File: config.mk
export PLATFORM = sky130hd
export DESIGN_NAME = return_addr_stack
export DESIGN_NICKNAME = d
export VERILOG_FILES = /design/src/rtl/len5_config_pkg.sv /design/src/rtl/return_addr_stack.sv
export SDC_FILE = /design/constraint.sdc
export NUM_CORES = 2
export LEC_CHECK = 0
export ABC_CLOCK_PERIOD_IN_PS = 30000
export BUFFER_PORTS_ARGS = -buffer_cell sky130_fd_sc_hd__buf_2
export CAP_MARGIN = 20
export CORE_ASPECT_RATIO = 1.1
export CORE_MARGIN = 2
export CORE_UTILIZATION = 65
export CTS_CLUSTER_DIAMETER = 150
export DETAILED_ROUTE_END_ITERATION = 10
export GPL_ROUTABILITY_DRIVEN = 1
export PLACE_DENSITY = 0.82
export SLEW_MARGIN = 20
export SYNTH_ARGS = -nofsm -noshare
export SYNTH_HDL_FRONTEND = slang
export SYNTH_SLANG_ARGS = --single-unit
File: constraint.sdc
create_clock -name clk_i -period 30 [get_ports clk_i]
set_input_delay 3 -clock clk_i [delete_from_list [all_inputs] [get_ports clk_i]]
set_output_delay 3 -clock clk_i [all_outputs]
set_load 0.05 [all_outputs]
File: src/rtl/len5_config_pkg.sv
// Global configuration constants shared by the fetch-stage predictors.
package len5_config_pkg;
  localparam int RAS_DEPTH = 8;
endpackage

File: src/rtl/return_addr_stack.sv
// Circular return address stack: pushes on predicted calls, pops on predicted returns, overwrites oldest on overflow.
// Updates visible the cycle after the strobe; no handshake, every strobe is accepted.
module return_addr_stack #(
  parameter int DEPTH = len5_config_pkg::RAS_DEPTH,
  parameter int AW    = 64
) (
  input  logic          clk_i,
  input  logic          rst_i,
  input  logic          flush_i,
  input  logic          push_i,
  input  logic [AW-1:0] push_addr_i,
  input  logic          pop_i,
  output logic [AW-1:0] top_o,
  output logic          valid_o,
  output logic          full_o
);

  localparam int PW = $clog2(DEPTH);
  localparam logic [PW:0] FULL_CNT = (PW+1)'(DEPTH);

  logic [AW-1:0] mem [DEPTH];
  logic [PW-1:0] tos;
  logic [PW:0]   count;
  logic [PW-1:0] tos_inc;
  logic [PW-1:0] tos_dec;

  assign tos_inc = tos + 1'b1;
  assign tos_dec = tos - 1'b1;

  always_ff @(posedge clk_i or posedge rst_i) begin
    if (rst_i) begin
      mem   <= '{default: '0};
      tos   <= '0;
      count <= '0;
    end else if (flush_i) begin
      tos   <= '0;
      count <= '0;
    end else if (push_i && pop_i) begin
      // Return immediately followed by a call: the new link replaces the top in place.
      mem[tos] <= push_addr_i;
      if (count == '0) count <= (PW+1)'(1);
    end else if (push_i) begin
      tos          <= tos_inc;
      mem[tos_inc] <= push_addr_i;
      if (count != FULL_CNT) count <= count + 1'b1;
    end else if (pop_i && (count != '0)) begin
      tos   <= tos_dec;
      count <= count - 1'b1;
    end
  end

  assign top_o   = mem[tos];
  assign valid_o = (count != '0);
  assign full_o  = (count == FULL_CNT);

endmodule

==> key figures <==
Floorplanning
  – Initial core utilization: 0.657
  – Die ar.: 0.0369 mm^2
  – Die Ht: 201 um
  – Top-level port count: 135
  – Core Footprint: 0.0350 mm^2
  – # rows: 72
  – DIE WIDTH: 183 um

Synthesis
  – Top cell type by total area after synthesis: dfrtp_1
  – Mapped Nets: 1836
  – #FFs+latches synth: 519
  – Post-synth top area share: 0.564
  – Synth area leaders: dfrtp_1 56%, o2bb2ai_1 20%, mux4_2 5.1%
  – Synth Cell Area: 0.0230 mm^2
  – Syn Inst Count: 1762
  – Ys Warns: 0
  – Main synth FF type: dfrtp_1
  – Async SR Flop Fraction: 1.00
  – Syn Area/Cell: 13.1 um^2
  – Post-synth EDFFs: 0
  – Synth cell types: 58
  – Fraction of the yosys area taken by sequential cells: 0.564

Global routing
  – Pin count of the biggest net entering global routing: 184
  – Antenna violations before repair: 0
  – Number of global-route vias before repair: 18400
  – First-pass GRT wire length: 109000 um
  – Grt total ovfl: 0
  – GRT Total Usage: 0.385

Drt
  – DRT antenna net count: 0
  – Vias: 17500
  – Iter 0 DRT Violations: 1984
  – Post-route DRC violation count: 0
  – Wire per inst: 30.3 um
  – 1st-pass router iterations: 8
  – DR vias/cell: 7.64
  – Wirelength, routed: 69400 um

Timing
  – Max-slew violations: 0
  – Tcrit/Tclk final: 0.226
  – Final TNS setup: 0 ps
  – Hold Vio Cnt, Final: 0
  – Final Skew: 18.5 ps
  – Worst rel slew slack: 0.174
  – Fmax: 147 MHz
  – Worst Max-Slew Pin Slew: 1240 ps
  – Hold Slack: 485 ps
  – RSZ-0062 raised after global routing: no
  – Setup violators final: 0
  – Final Critical Period: 6780 ps

Power
  – Power per cell area: 113 mW/mm^2
  – Worst IR Drop VDD: 0.0000786 V
  – P_leak: 10.6 nW

Hold path
  – Hold path startpoint: mem[483]$_DFFE_PP0P_
  – Hold Path Class: register to register

Setup path
  – Worst Setup End Kind: output port
  – R2R cell count: 7
  – Critical Path Start Type: register
  – Critical-path maximum fanout: 53
  – Worst endpoint data arrival time: 3780 ps
  – Reg-to-reg slack, setup: 25010 ps
  – CP Capture Point: top_o[31]
  – Critical path launch point: tos[2]$_DFFE_PP0P_
  – FF-to-FF End: mem[130]$_DFFE_PP0P_
  – WP data required: 27000 ps
  – Worst r2r src: tos[1]$_DFFE_PP0P_
  – Setup CP Type: register to output port

Final layout
  – Final #Nets: 1881
  – Layout cells sized above 1: 0.204
  – Antenna diode count: 0
  – Most frequent cells in the layout: 520 x o2bb2ai_1, 516 x dfrtp_1, 160 x nand2_1, 134 x buf_2, 53 x clkbuf_16
  – Synthesis-to-layout area growth: 10.1%
  – Final instance area: 0.0253 mm^2
  – Commonest non-fill, non-tap cell in the layout: o2bb2ai_1
  – Fill cells: 2267

CTS
  – Hold-fix buffers, CTS: 0
  – Clk_lat worst skew: 600 ps
  – CTS resizes: 0
  – Root Buffer: clkbuf_16
  – CTS max path bufs: 3
  – CTS Buf Count: 52
  – CTS tree: built
  – Post-CTS Setup Repair Bufs: 0
  – Reg clk slew, reported paths: 60 ps
  – Clock sink count: 519
  – H-tree depth: 2

Run status
  – Outcome: completed

Place
  – RePlAce Congestion: 0.800
  – Post-detail-place hpwl: 35300 um
  – Dpl cell area: 0.0236 mm^2
  – IO Port Bufs: 134

Flow run
  – Maxcap violations: 0
[cell usage after synthesis (6+ instances only)]
library cell	number
a21oi_1	17
a221oi_1	52
a22oi_1	30
buf_2	92
buf_4	26
buf_6	19
clkbuf_1	36
dfrtp_1	519
inv_1	7
mux2_2	32
mux2i_1	36
mux4_2	52
nand2_1	160
nand2b_1	8
nand3_1	6
nor2_1	29
o21ai_0	12
o221ai_1	12
o22ai_1	16
o2bb2ai_1	520
[power breakdown]
group	switching, mW	total, mW	internal, mW
Clock	0.276	0.664	0.388
Sequential	0.172	1.14	0.969
Combinational	0.642	1.05	0.410
Total	1.09	2.86	1.77
[how the worst min path moves through the flow]
| stage | to | slack, ps | depth (start not counted) |
|---|---|---|---|
| after floorplan | mem[218]$_DFFE_PP0P_ | 450 | 1 |
| after global placement | mem[266]$_DFFE_PP0P_ | 460 | 1 |
| after detailed placement | mem[278]$_DFFE_PP0P_ | 470 | 1 |
| after CTS | mem[267]$_DFFE_PP0P_ | 480 | 1 |
| after global routing | mem[87]$_DFFE_PP0P_ | 500 | 1 |
| final | mem[483]$_DFFE_PP0P_ | 490 | 1 |
[logic make-up (layout without fill, tap and decap cells)]
kind of cell,Yosys count,count (layout),synth area share
xor gates and xnor gates,6,6,0.00294
AOI/OAI and AO/OA,693,693,0.257
and+or+nand+nor,236,236,0.0454
DFF,519,519,0.564
muxes,120,120,0.0822
adders and majority gates,5,5,0.00305
buffers and inverters,183,268,0.0453
[layer usage]
metal | track usage | wire [um] | vias up
met5 | 0 | 0 | -
met4 | 0.189 | 3430 | 0
met3 | 0.0992 | 7760 | 286
met2 | 0.582 | 31900 | 1212
met1 | 0.524 | 26400 | 8989
li1 | - | - | 7023
[sequential cells by signal (all words and copies together), names as in the netlist]
| signal | flops |
|---|---|
| tos | 3 |
| mem | 512 |
| count | 4 |
[worst max-delay path, stage by stage (launching register included)]
cell and delay (ps):
dfrtp_4 560, buf_4 720, nor2b_4 920, a221oi_1 220, o21ai_0 400, buf_2 340
[final cells by class]
class	count	area, um^2	share of cell area
clock buffer	79	1540	0.0609
clock inverter	15	181	0.00716
inverter	9	41.3	0.00163
multi-input combinational	1060	9080	0.358
sequential	519	13000	0.513
tap	444	556	0.0219
timing repair buffer	165	936	0.0369
[per-stage QoR]
step                      setup WS (ps)  std cells  total power [mW]   util
final                             23220       2291              2.86  0.723
after global routing              23130       2291              2.97  0.723
after CTS                         23280       2290              2.84  0.722
after detailed placement          23930       2196              2.17  0.673
after global placement            23910       2196              2.13  0.673
after floorplan                   12500       1762              1.90      -
(Power assumes the default switching activity.)
